==> src/rtl/store_buffer_if.sv <==
// store_buffer_if: CPU-side request bundle plus dataMemory port of the store buffer.
// master = MEM stage / memory side, slave = store_buffer.
interface store_buffer_if #(
    parameter int ADDR_W = 32,
    parameter int DATA_W = 32
);
    logic [ADDR_W-1:0] cpuAddr;
    logic [DATA_W-1:0] cpuWrData;
    logic              cpuMemWrite;
    logic              cpuMemRead;
    logic [DATA_W-1:0] cpuReadData;
    logic              stall;
    logic              sbEmpty;
    logic [ADDR_W-1:0] memAddress;
    logic [DATA_W-1:0] memWrData;
    logic              memMemWrite;
    logic              memMemRead;
    logic [DATA_W-1:0] memReadData;

    modport master (
        output cpuAddr, cpuWrData, cpuMemWrite, cpuMemRead, memReadData,
        input  cpuReadData, stall, sbEmpty,
        input  memAddress, memWrData, memMemWrite, memMemRead
    );

    modport slave (
        input  cpuAddr, cpuWrData, cpuMemWrite, cpuMemRead, memReadData,
        output cpuReadData, stall, sbEmpty,
        output memAddress, memWrData, memMemWrite, memMemRead
    );
endinterface

==> src/rtl/store_buffer.sv <==
// store_buffer: posted-write FIFO between MEM stage and dataMemory, with load forwarding.
// Define STORE_COALESCE_EN to merge stores to an already-buffered address in place.
module store_buffer #(
    parameter int DEPTH  = 4,
    parameter int ADDR_W = 32,
    parameter int DATA_W = 32
) (
    input logic           clk,
    input logic           resetN,
    store_buffer_if.slave bus
);
    localparam int PW = $clog2(DEPTH);
    localparam int CW = $clog2(DEPTH + 1);

    logic [ADDR_W-1:0] addr_q [DEPTH];
    logic [DATA_W-1:0] data_q [DEPTH];
    logic [DEPTH-1:0]  valid_q;
    logic [PW-1:0]     head_q;
    logic [PW-1:0]     tail_q;
    logic [CW-1:0]     count_q;

    logic              wr;
    logic              rd;
    logic              full;
    logic              empty;
    logic              hit;
    logic [PW-1:0]     idx;
    logic [PW-1:0]     hit_idx;
    logic [DATA_W-1:0] fdata;
    logic              coal;
    logic              enq;
    logic              drain;

    assign wr    = bus.cpuMemWrite;
    assign rd    = bus.cpuMemRead & ~bus.cpuMemWrite;
    assign full  = (count_q == CW'(DEPTH));
    assign empty = (count_q == '0);

    // Oldest-to-youngest scan: the last match wins, giving the youngest entry.
    always_comb begin
        hit     = 1'b0;
        hit_idx = head_q;
        fdata   = '0;
        idx     = head_q;
        for (int i = 0; i < DEPTH; i++) begin
            idx = head_q + PW'(i);
            if (valid_q[idx] && addr_q[idx] == bus.cpuAddr) begin
                hit     = 1'b1;
                hit_idx = idx;
                fdata   = data_q[idx];
            end
        end
    end

`ifdef STORE_COALESCE_EN
    assign coal = wr & hit;
`else
    assign coal = 1'b0;
`endif

    assign enq   = wr & ~coal & ~full;
    assign drain = (wr & ~coal & full) | (~wr & ~rd & ~empty);

    assign bus.stall       = wr & ~coal & full;
    assign bus.sbEmpty     = empty;
    assign bus.memMemWrite = drain;
    assign bus.memMemRead  = rd;
    assign bus.memWrData   = drain ? data_q[head_q] : '0;

    always_comb begin
        bus.memAddress = '0;
        if (drain)
            bus.memAddress = addr_q[head_q];
        else if (rd)
            bus.memAddress = bus.cpuAddr;
    end

    assign bus.cpuReadData = !rd ? '0 : (hit ? fdata : bus.memReadData);

    always_ff @(posedge clk or negedge resetN) begin
        if (!resetN) begin
            head_q  <= '0;
            tail_q  <= '0;
            count_q <= '0;
            valid_q <= '0;
            for (int i = 0; i < DEPTH; i++) begin
                addr_q[i] <= '0;
                data_q[i] <= '0;
            end
        end else begin
            if (enq) begin
                addr_q[tail_q]  <= bus.cpuAddr;
                data_q[tail_q]  <= bus.cpuWrData;
                valid_q[tail_q] <= 1'b1;
                tail_q          <= tail_q + 1'b1;
            end
            if (drain) begin
                valid_q[head_q] <= 1'b0;
                head_q          <= head_q + 1'b1;
            end
            if (coal)
                data_q[hit_idx] <= bus.cpuWrData;
            if (enq)
                count_q <= count_q + 1'b1;
            else if (drain)
                count_q <= count_q - 1'b1;
        end
    end
endmodule

==> src/flat_wrapper.sv <==
// flat-port wrapper written by rule: the top's interface ports become plain ports
module store_buffer_flat 
#(
    parameter int DEPTH  = 4,
    parameter int ADDR_W = 32,
    parameter int DATA_W = 32
)
  (clk, resetN, bus_cpuAddr, bus_cpuWrData, bus_cpuMemWrite, bus_cpuMemRead, bus_memReadData, bus_cpuReadData, bus_stall, bus_sbEmpty, bus_memAddress, bus_memWrData, bus_memMemWrite, bus_memMemRead);
  store_buffer_if #(.ADDR_W(ADDR_W), .DATA_W(DATA_W)) bus_i ();
  input logic clk;
  input logic resetN;
  input wire logic [$bits(bus_i.cpuAddr)-1:0] bus_cpuAddr;
  input wire logic [$bits(bus_i.cpuWrData)-1:0] bus_cpuWrData;
  input wire logic [$bits(bus_i.cpuMemWrite)-1:0] bus_cpuMemWrite;
  input wire logic [$bits(bus_i.cpuMemRead)-1:0] bus_cpuMemRead;
  input wire logic [$bits(bus_i.memReadData)-1:0] bus_memReadData;
  output wire logic [$bits(bus_i.cpuReadData)-1:0] bus_cpuReadData;
  output wire logic [$bits(bus_i.stall)-1:0] bus_stall;
  output wire logic [$bits(bus_i.sbEmpty)-1:0] bus_sbEmpty;
  output wire logic [$bits(bus_i.memAddress)-1:0] bus_memAddress;
  output wire logic [$bits(bus_i.memWrData)-1:0] bus_memWrData;
  output wire logic [$bits(bus_i.memMemWrite)-1:0] bus_memMemWrite;
  output wire logic [$bits(bus_i.memMemRead)-1:0] bus_memMemRead;
  assign bus_i.cpuAddr = bus_cpuAddr;
  assign bus_i.cpuWrData = bus_cpuWrData;
  assign bus_i.cpuMemWrite = bus_cpuMemWrite;
  assign bus_i.cpuMemRead = bus_cpuMemRead;
  assign bus_i.memReadData = bus_memReadData;
  assign bus_cpuReadData = bus_i.cpuReadData;
  assign bus_stall = bus_i.stall;
  assign bus_sbEmpty = bus_i.sbEmpty;
  assign bus_memAddress = bus_i.memAddress;
  assign bus_memWrData = bus_i.memWrData;
  assign bus_memMemWrite = bus_i.memMemWrite;
  assign bus_memMemRead = bus_i.memMemRead;
  store_buffer #(.DEPTH(DEPTH), .ADDR_W(ADDR_W), .DATA_W(DATA_W)) u_core (.clk(clk), .resetN(resetN), .bus(bus_i));
endmodule
==> config.mk <==
export PLATFORM = sky130hd
export DESIGN_NAME = store_buffer_flat
export DESIGN_NICKNAME = d
export VERILOG_FILES = /design/src/rtl/store_buffer_if.sv /design/src/rtl/store_buffer.sv /design/src/flat_wrapper.sv
export SDC_FILE = /design/constraint.sdc
export NUM_CORES = 1
export LEC_CHECK = 0
export ABC_AREA = 0
export CORE_ASPECT_RATIO = 1.2
export CORE_MARGIN = 4
export CORE_UTILIZATION = 35
export DETAILED_ROUTE_END_ITERATION = 8
export SYNTH_ARGS = -nofsm -noshare
export SYNTH_HDL_FRONTEND = slang
export SYNTH_SLANG_ARGS = --single-unit
==> constraint.sdc <==
create_clock -name clk -period 12.4 [get_ports clk]
set_input_delay 1.24 -clock clk [delete_from_list [all_inputs] [get_ports clk]]
set_output_delay 1.24 -clock clk [all_outputs]
set_load 0.05 [all_outputs]
==> results of run 1 <==
## synth_stat cells, types with 13 or more instances
cell type / count
mux4_1: 18
a21oi_1: 13
inv_1: 13
nor4_1: 41
buf_6: 19
nor3b_1: 32
and3_1: 35
mux4_2: 192
xor2_1: 32
clkbuf_1: 106
mux2_2: 226
buf_2: 29
nand2_1: 95
a222oi_1: 32
mux2i_1: 90
xnor2_1: 89
dfrtp_1: 267
o21ai_0: 63
buf_1: 20
buf_4: 20
a2bb2oi_1: 34
o311ai_1: 26
a22o_1: 15
nand4_1: 75
nor3_1: 36
## routing by layer
layer,share of wire [%],wire length (um)
met5,0.048,34
met4,3.3,2365
met3,9.9,7036
met2,47,33440
met1,40,28470
## cell families (layout without fill, tap and decap cells)
family	Yosys count	after routing
multiplexers	532	532
flip-flops	267	267
AND/OR/NAND/NOR	360	360
adder cells (fa/ha/maj)	9	9
AO/OA/AOI/OAI	254	254
buffers and inverters	233	313
XOR/XNOR	121	121
## power by group through the flow
stage	Clock, W	Combinational [W]	Sequential [W]
3_3_place_gp	0	0.00520	0.00186
6_report	0.00101	0.00527	0.00193
4_1_cts	0.00103	0.00527	0.00191
3_5_place_dp	0	0.00524	0.00192
5_1_grt	0.00107	0.00557	0.00200
2_1_floorplan	0	0.00413	0.00167
## cell type report
type / count / share of cell area, %
Timing Repair Buffer: 234 / 9.188
Clock buffer: 47 / 3.865
Sequential cell: 267 / 26.90
Tap cell: 808 / 4.066
Inverter: 20 / 0.3019
Clock inverter: 12 / 0.5887
Multi-Input combinational cell: 1276 / 55.09
## flip-flops by register name (all words and copies together), names as in the netlist
signal and count:
u_core.valid_q 4, u_core.tail_q 2, u_core.count_q 3, u_core.addr_q 128
u_core.data_q 128, u_core.head_q 2
## worst max-delay path, delay by kind of cell, from the launching register on
kind	cells	cell delay, ns
mux	1	0.41
flops	1	1.07
xor+xnor	1	0.18
buf+inv	5	2.57
simple gates	5	1.61
compound gates	1	0.56
fa+ha+maj	1	0.90
## stage by stage
step	setup WS [ns]	hold WS [ns]	total power (W)	util, %
floorplan	5.303	0.4716	0.005793	-
global placement	4.024	0.4973	0.007055	38.98
detailed placement	3.867	0.4997	0.007162	38.98
CTS	3.266	0.5129	0.008208	40.80
global route	2.803	0.5382	0.008636	40.80
finish	3.229	0.5109	0.008204	40.80
## worst min path at each step
stage / startpoint / to / slack [ns] / cells after the start
floorplan: u_core.count_q[2]$_DFFE_PN0P_ / u_core.count_q[2]$_DFFE_PN0P_ / 0.47 / 1
global placement: u_core.count_q[2]$_DFFE_PN0P_ / u_core.count_q[2]$_DFFE_PN0P_ / 0.50 / 1
CTS: u_core.count_q[2]$_DFFE_PN0P_ / u_core.count_q[2]$_DFFE_PN0P_ / 0.51 / 1
finish: u_core.count_q[2]$_DFFE_PN0P_ / u_core.count_q[2]$_DFFE_PN0P_ / 0.51 / 1
global route: u_core.count_q[2]$_DFFE_PN0P_ / u_core.count_q[2]$_DFFE_PN0P_ / 0.54 / 1
detailed placement: u_core.count_q[2]$_DFFE_PN0P_ / u_core.count_q[2]$_DFFE_PN0P_ / 0.50 / 1
==> flow_summary_export.csv, run 1 <==
group,metric,value,unit
critical_path,cp_common_cell,"buf_4",
finish,multi_input_area,13700,um2
logic_synthesis,syn-num-nets,1885,
cts,htreeDepth,2,
place,dpl.hpwl,47.30,mm
critical_path,critPathCaptureType,"output pin",
logic_synthesis,ys_seq_area_share,30.97,%
finish,final_area,24870,um2
finish,final_common_cell,"dfrtp_1",
finish,syn2layout_area_growth,15.25,%
logic_synthesis,synth-xor-area-share,4.912,%
logic_synthesis,postSynthCellCount,1776,
drt,vias_per_cell,6.453,
place,placed_area,23760,um2
timing,finClkSkew,0.02205,ns
critical_path,cp-start-kind,"flop",
critical_path,critical_path.endpoint,"bus_cpuReadData[19]",
timing,tightest_slew,1.251,ns
place,dp.cells,2605,
critical_path,critical-path-slowest-cell,"dfrtp_4",
timing,rsz0062_at_grt,"no",
floorplan,ioPinCount,200,
grt,grt_use_met2,33.92,%
logic_synthesis,synthTopCellsByArea,"dfrtp_1 31%, mux4_2 20%, mux2_2 12%",
logic_synthesis,synth_top_family_by_area,"multiplexers",
power_and_ir_drop,peakVddDrop,0.2306,mV
logic_synthesis,ys_seq_elements,267,
grt,met3_usage,6.007,%
grt,grt-ovfl-total,0,
grt,antenna_found_initial,3,
cts,cts_resized,0,
finish,layout.area.seq,6689,um2
critical_path,crit_chain,"inv_1, ha_4, buf_4, mux4_1, xor2_1, nor4_1, and4_1, buf_4, and4_1, buf_4, o21bai_2, nor4_1, nor3_1, clkdlybuf4s50_1",
flow_run,maxCapViolations,0,
power_and_ir_drop,clkPwrFrac,12.3,%
floorplan,dieArea,65700,um2
logic_synthesis,synth_top_area_share,30.97,%
logic_synthesis,synth_area_per_cell,12.15,um2
drt,vias,17191,
grt,grt_pass1_wl,110.1,mm
logic_synthesis,synth_compound_area_share,9.151,%
finish,final_layout_size_suffix_gt1_share,29.09,%
grt,grt.busiest_layer,"met2",
place,gp_congestion,0.9007,
critical_path,critical_path_peak_fanout,66,
cts,numCtsBuffers,34,
critical_path,r2r_cells,6,
floorplan,die_y,280.0,um
grt,grt.met1_usage,27.89,%
grt,grt_pass1_vias,17188,
floorplan,core_area,60940,um2
timing,setup_viol,0,
logic_synthesis,synth_ff_type,"dfrtp_1",
critical_path,rrSetupSlack,9.79,ns
power_and_ir_drop,p_sw_share,45.09,%
drt,ant_nets,0,
grt,grt_usage,21.08,%
grt,grt_max_degree,159,
cts,clockBufferDepth,3,
logic_synthesis,synth_adder_area_share,0.5567,%
cts,cts_tree,"done",
drt,routed_wl,71.34,mm
floorplan,rows,99,
power_and_ir_drop,leakagePower,9.237,nW
critical_path,arrival,7.93,ns
timing,hold_violations,0,
place,port_buffers,199,
cts,clockRootBuffer,"clkbuf_16",
finish,fill_cells,5760,
timing,fin_crit,9.171,ns
critical_path,worst_r2r_endpoint,"u_core.addr_q[120]$_DFFE_PN0P_",
drt,drtIter0Drc,2246,
run_status,status,"complete, no violations",
cts,cts.sinks,267,
logic_synthesis,synth_edf_count,0,
power_and_ir_drop,internal_power,0.004505,W
timing,setup_tns,0,ns
logic_synthesis,synth_top_cell_by_area,"dfrtp_1",
cts,cts_hold_buf,0,
drt,wl_per_cell,26.78,um
cts,cts_setup_buffers,0,
min_path,hold_class,"reg2reg",
finish,diodes,0,
floorplan,start_util,35.40,%
logic_synthesis,ys_types,75,
timing,max_freq,109.0,MHz
logic_synthesis,async_reset_ff_share,100.0,%
power_and_ir_drop,power.density,329.9,nW/um2
drt,firstDrtPassIters,6,
critical_path,critPathRequiredTime,11.16,ns
logic_synthesis,synthMuxAreaShare,38.90,%
timing,slew_headroom,16.57,%
power_and_ir_drop,p_seq_share,23.5,%
finish,final_cell_mix,"265 x dfrtp_1, 226 x mux2_2, 198 x clkdlybuf4s50_1, 192 x mux4_2, 91 x nand2_1",
floorplan,die_x,234.7,um
logic_synthesis,synthesis.area,21580,um2
critical_path,critPathMaxStageDelay,1.07,ns
logic_synthesis,synth-simple-area-share,9.464,%
power_and_ir_drop,p_comb_share,64.2,%
critical_path,startpoint,"u_core.head_q[1]$_DFFE_PN0N_",
cts,worstSkewPairLatency,0.55,ns
critical_path,crit_type,"reg2out",
finish,fin_cells,2664,
critical_path,r2r-start,"u_core.count_q[1]$_DFFE_PN0P_",
drt,post-route-drc-count,0,
logic_synthesis,ys_warn_count,0,
cts,path_clk_slew,0.06,ns
power_and_ir_drop,p_sw,0.003700,W
timing,slew_violations,0,
timing,min_period_over_period,73.96,%
finish,nets,1942,
(Power assumes the default switching activity.)
==> inputs of run 2 (changes only) <==
==> constraint.sdc (replaced) <==
create_clock -name clk -period 9.4 [get_ports clk]
set_input_delay 0.94 -clock clk [delete_from_list [all_inputs] [get_ports clk]]
set_output_delay 0.94 -clock clk [all_outputs]
set_load 0.05 [all_outputs]
==> run 2 against run 1 <==
Effect of this change: core utilization increased by 0.19 points; non-clock buffer count decreased by 2; clock power increased by 31%; clock skew increased by 0.0093 ns; sequential share of layout area decreased by 0.12 points; first-iteration DRC count increased by 1.1%; power increased by 32%; setup slack got worse by 2.0 ns; critical path type unchanged; critical endpoint is now bus_cpuReadData[2].
==> flow_summary_export.csv, run 2 (synthesized netlist as in run 1, its figures left out) <==
group,metric,value,unit
finish,fill_cells,5689,
timing,finClkSkew,0.03137,ns
cts,worstSkewPairLatency,0.57,ns
timing,min_period_over_period,86.64,%
finish,fin_cells,2664,
timing,tightest_slew,1.223,ns
critical_path,critical_path_peak_fanout,83,
cts,numCtsBuffers,34,
critical_path,path_buf_inv,4,
finish,final_layout_size_suffix_gt1_share,31.05,%
finish,syn2layout_area_growth,15.77,%
floorplan,ioPinCount,200,
cts,clockRootBuffer,"clkbuf_16",
drt,ant_nets,0,
grt,grt_pass1_wl,109.7,mm
place,port_buffers,199,
drt,drtIter0Drc,2271,
drt,vias,17021,
grt,grt_usage,20.92,%
floorplan,die_x,234.7,um
cts,cts_resized,0,
critical_path,crit_type,"reg2out",
floorplan,dieArea,65700,um2
drt,post-route-drc-count,0,
drt,routed_wl,70.96,mm
finish,reg_top3,"u_core.addr_q: 128 flops, u_core.data_q: 128 flops, u_core.valid_q: 4 flops",
run_status,status,"complete, no violations",
floorplan,start_util,35.40,%
timing,setup_tns,0,ns
cts,cts.sinks,267,
place,dpl.hpwl,46.73,mm
timing,max_freq,122.8,MHz
finish,final_common_cell,"dfrtp_1",
floorplan,rows,99,
critical_path,critical-path-slowest-cell,"dfrtp_4",
floorplan,core_area,60940,um2
floorplan,die_y,280.0,um
finish,final_cell_mix,"265 x dfrtp_1, 226 x mux2_2, 192 x mux4_2, 166 x clkdlybuf4s50_1, 91 x nand2_1",
grt,antenna_found_initial,4,
critical_path,crit_chain,"inv_1, ha_4, buf_12, mux4_4, xnor2_1, and4_1, buf_4, and4_1, o21bai_2, nor4_1, nor3_1, buf_12",
power_and_ir_drop,power.density,433.5,nW/um2
critical_path,path_delay_family,"simple AND/OR/NAND/NOR gates",
critical_path,arrival,7.20,ns
power_and_ir_drop,peakVddDrop,0.3783,mV
critical_path,critPathCaptureType,"output pin",
timing,setup_viol,0,
power_and_ir_drop,leakagePower,9.335,nW
cts,htreeDepth,2,
drt,wl_per_cell,26.64,um
drt,firstDrtPassIters,9,
timing,rsz0062_at_grt,"no",
place,gp_congestion,0.9300,
flow_run,maxCapViolations,0,
cts,cts_setup_buffers,0,
finish,nets,1940,
timing,slew_headroom,18.40,%
critical_path,critPathRequiredTime,8.46,ns
min_path,hold_class,"in2async",
cts,path_clk_slew,0.06,ns
timing,slew_violations,0,
grt,grt-ovfl-total,0,
cts,clockBufferDepth,3,
grt,grt_pass1_vias,17034,
timing,fin_crit,8.144,ns
timing,hold_violations,0,
drt,vias_per_cell,6.389,
place,dp.cells,2603,
cts,cts_tree,"done",
cts,cts_hold_buf,0,
critical_path,cp-start-kind,"flop",
critical_path,critPathMaxStageDelay,1.09,ns
grt,grt_max_degree,163,
==> run 2: layout make-up <==
| cell class | count | area, um2 | area share (%) |
|---|---|---|---|
| inverter | 20 | 75.07 | 0.3005 |
| antenna | 1 | 2.502 | 0.01002 |
| timing repair buffer | 232 | 2390 | 9.567 |
| tap | 808 | 1011 | 4.047 |
| clock buffer | 43 | 944.7 | 3.782 |
| clock inverter | 17 | 168.9 | 0.6762 |
| multi-input combinational | 1276 | 13700 | 54.84 |
| sequential | 267 | 6689 | 26.78 |
==> run 2: final timing paths <==
check	from	end	slack [ns]	cells after the start
max	u_core.head_q[1]$_DFFE_PN0N_	bus_cpuReadData[2]	1.26	12
min	resetN	u_core.addr_q[116]$_DFFE_PN0P_	0.45	1
max reg2reg	u_core.head_q[1]$_DFFE_PN0N_	u_core.head_q[1]$_DFFE_PN0N_	6.39	5
min reg2reg	u_core.count_q[2]$_DFFE_PN0P_	u_core.count_q[2]$_DFFE_PN0P_	0.52	1
max in group asynchronous	resetN	u_core.data_q[119]$_DFFE_PN0P_	7.48	2
min in group clk	u_core.count_q[2]$_DFFE_PN0P_	u_core.count_q[2]$_DFFE_PN0P_	0.52	1
==> run 2: power by group <==
part	switching [W]	leakage [nW]	internal [W]
logic	0.00352	5.60	0.00341
registers	0.000841	3.19	0.00174
clock network	0.000543	0.546	0.000773
total	0.00490	9.34	0.00593
==> run 2: worst register-to-register path, stage by stage, from the launching register on <==
cell and delay, ns:
dfrtp_4 1.09, inv_1 0.28, ha_4 0.78, buf_12 0.53, nand2_1 0.15, o21ai_0 0.10
==> run 2: metrics by stage <==
stage               setup slack, ns  utilization (%)  hold slack, ns  cell area [um2]  total power [W]
finish                        1.256            40.99          0.4495            24980          0.01083
global route                 0.9263            40.98          0.5113            24980          0.01137
CTS                           1.309            40.98          0.4572            24980          0.01084
detailed placement            1.900            39.16          0.5054            23860         0.009467
global placement              2.076            39.16          0.5044            23860         0.009338
floorplan                     2.603                -          0.4716            21580         0.007642
==> run 2: routing by layer <==
layer	track usage [%]	vias to the layer above	wire length [um]
met1	28.95	8737	28950
met5	0	-	44
met4	6.545	6	2266
met3	4.434	123	6360
met2	33.25	934	33340
li1	-	7221	-
==> inputs of run 3 (changes only) <==
--- a/config.mk
+++ b/config.mk
@@ -8,8 +8,10 @@
 export ABC_AREA = 0
 export CORE_ASPECT_RATIO = 1.2
 export CORE_MARGIN = 4
-export CORE_UTILIZATION = 35
+export CORE_UTILIZATION = 55
 export DETAILED_ROUTE_END_ITERATION = 8
+export GPL_TIMING_DRIVEN = 0
+export PLACE_DENSITY = 0.77
 export SYNTH_ARGS = -nofsm -noshare
 export SYNTH_HDL_FRONTEND = slang
 export SYNTH_SLANG_ARGS = --single-unit
==> run 3 against run 2 <==
Effect of this change: the flow now finishes with violations (negative setup slack); first-iteration DRC count increased by 10%; setup slack got worse by 1.3 ns; count of clock-buffer cells in the layout decreased by 1; final cell count decreased by 4.7%; via count increased by 9.3%; global-route usage increased by 19 points; maximum frequency decreased by 14%; core utilization increased by 24 points; non-clock buffer count increased by 165; register-to-register slack got worse by 2.3 ns; largest power group unchanged.
==> flow_summary_export.csv, run 3 (synthesized netlist as in run 1, its figures left out) <==
group,metric,value,unit
cts,path_clk_slew,0.06,ns
floorplan,dieArea,42470,um2
finish,multi_input_area,13650,um2
finish,reg_top3,"u_core.addr_q: 128 flops, u_core.data_q: 128 flops, u_core.valid_q: 4 flops",
power_and_ir_drop,power.density,455.4,nW/um2
timing,worst_slack,-0.07802,ns
cts,clockBufferDepth,3,
cts,cts_tree,"done",
power_and_ir_drop,clkPwrFrac,10.5,%
drt,wl_per_cell,33.87,um
timing,min_period_over_period,100.8,%
power_and_ir_drop,p_sw,0.005479,W
grt,grt_max_degree,123,
drt,ant_nets,0,
timing,setup_tns,-0.07802,ns
place,gp_congestion,1.072,
grt,antenna_found_initial,0,
finish,post-route-util,65.09,%
floorplan,core_area,38750,um2
drt,drtIter0Drc,2507,
run_status,violations,"negative setup slack",
cts,cts.sinks,267,
drt,vias,18605,
critical_path,critPathRequiredTime,8.46,ns
critical_path,critical_path_peak_fanout,19,
floorplan,die_x,188.8,um
floorplan,start_util,55.68,%
finish,final_layout_size_suffix_gt1_share,28.90,%
power_and_ir_drop,leakagePower,9.842,nW
power_and_ir_drop,internal_power,0.006008,W
cts,clockRootBuffer,"clkbuf_16",
power_and_ir_drop,peakVddDrop,0.2809,mV
drt,firstDrtPassIters,9,
floorplan,rows,79,
critical_path,cp-start-kind,"flop",
grt,grt_pass1_vias,18751,
finish,diodes,0,
power_and_ir_drop,p_seq_share,21.8,%
cts,worstSkewPairLatency,0.59,ns
drt,vias_per_cell,7.325,
floorplan,ioPinCount,200,
finish,nets,2102,
finish,final_common_cell,"dfrtp_1",
grt,grt-ovfl-total,0,
grt,grt_usage,39.92,%
finish,layout.area.seq,6681,um2
critical_path,r2r_cells,18,
timing,max_freq,105.5,MHz
critical_path,critPathCaptureType,"output pin",
place,port_buffers,184,
power_and_ir_drop,p_comb_share,67.7,%
min_path,hold_class,"in2async",
timing,setup_viol,1,
finish,fill_cells,3065,
timing,fin_crit,9.478,ns
timing,hold_violations,0,
grt,grt_pass1_wl,126.4,mm
timing,rsz0062_at_grt,"no",
drt,post-route-drc-count,0,
cts,numCtsBuffers,31,
place,pre_cts_ws,-1.002,ns
timing,slew_headroom,14.35,%
flow_run,maxCapViolations,0,
critical_path,crit_type,"reg2out",
power_and_ir_drop,p_total,0.01149,W
timing,tightest_slew,1.285,ns
finish,final_area,25220,um2
finish,syn2layout_area_growth,16.90,%
timing,slew_violations,0,
power_and_ir_drop,p_sw_share,47.70,%
run_status,status,"finished with violations",
cts,htreeDepth,1,
floorplan,die_y,225.0,um
finish,final_cell_mix,"267 x dfrtp_1, 226 x mux2_2, 192 x mux4_2, 162 x clkdlybuf4s50_1, 108 x clkbuf_1",
critical_path,arrival,8.54,ns
place,dpl.hpwl,63.99,mm
place,placed_area,24140,um2
drt,routed_wl,86.03,mm
timing,finClkSkew,0.01296,ns
[run 3: metrics by stage]
stage	hold slack, ns	std cells
6_report	0.2107	2540
5_1_grt	0.2178	2540
4_1_cts	0.2026	2540
3_5_place_dp	0.4960	2488
3_3_place_gp	0.4949	2486
2_1_floorplan	0.4716	1776
[run 3: power by group through the flow]
stage          Clock [W]  Sequential, W  Combinational, W
2_1_floorplan          0        0.00220           0.00544
3_3_place_gp           0        0.00239           0.00754
3_5_place_dp           0        0.00247           0.00758
4_1_cts          0.00121        0.00245           0.00764
5_1_grt          0.00126        0.00257           0.00802
6_report         0.00121        0.00250           0.00778
[run 3: path summary, 6_finish.rpt]
path	start	end	slack, ns
setup / recovery	u_core.head_q[0]$_DFFE_PN0N_	bus_cpuReadData[28]	-0.08
hold / removal	resetN	u_core.data_q[17]$_DFFE_PN0P_	0.21
setup reg to reg	u_core.head_q[0]$_DFFE_PN0N_	u_core.head_q[1]$_DFFE_PN0N_	4.10
hold reg to reg	u_core.count_q[2]$_DFFE_PN0P_	u_core.count_q[2]$_DFFE_PN0P_	0.51
max in group asynchronous	resetN	u_core.data_q[69]$_DFFE_PN0P_	8.26
min in group clk	u_core.count_q[2]$_DFFE_PN0P_	u_core.count_q[2]$_DFFE_PN0P_	0.51
[run 3: final cells by class]
class | count | area share (%)
multi-input cells | 1276 | 54.13
inverters | 20 | 0.3026
plain buffers | 211 | 4.852
clock inverters | 12 | 0.5010
clock buffers | 42 | 3.438
well taps | 526 | 2.609
repair buffers | 186 | 7.674
flip-flops and latches | 267 | 26.49
[run 3: critical path: stages (launching register included)]
cell,delay [ns]
dfrtp_1,0.39
buf_6,0.20
buf_12,0.20
buf_12,0.20
clkinv_2,0.24
clkbuf_4,0.37
buf_2,0.32
ha_1,0.51
buf_4,0.34
buf_4,0.31
buf_4,0.33
buf_4,0.31
buf_6,0.21
buf_4,0.31
mux4_2,0.38
xnor2_2,0.36
nand4_1,0.29
nor4_2,0.38
o2111a_1,0.25
buf_4,0.15
a21oi_1,0.17
clkbuf_1,0.33
a222oi_1,0.76
nor3_1,0.09
dlygate4sd2_1,0.46
[run 3: metal layers]
layer	share of wire, %	up-vias	wire length, um	global-route usage, %
met3	9.1	337	7786	7.701
li1	-	7560	-	-
met5	0	-	0	0
met4	7.7	0	6636	24.15
met1	35	9385	30130	48.21
met2	48	1323	41480	66.83
[run 3: timing repair]
| item | CTS | global route |
|---|---|---|
| buffers inserted | 0 | 0 |
| endpoints found under the setup margin | 32 | 27 |
| pin swaps | 2 | 1 |
| hold buffers | 0 | 0 |
| resized for setup | 17 | 22 |
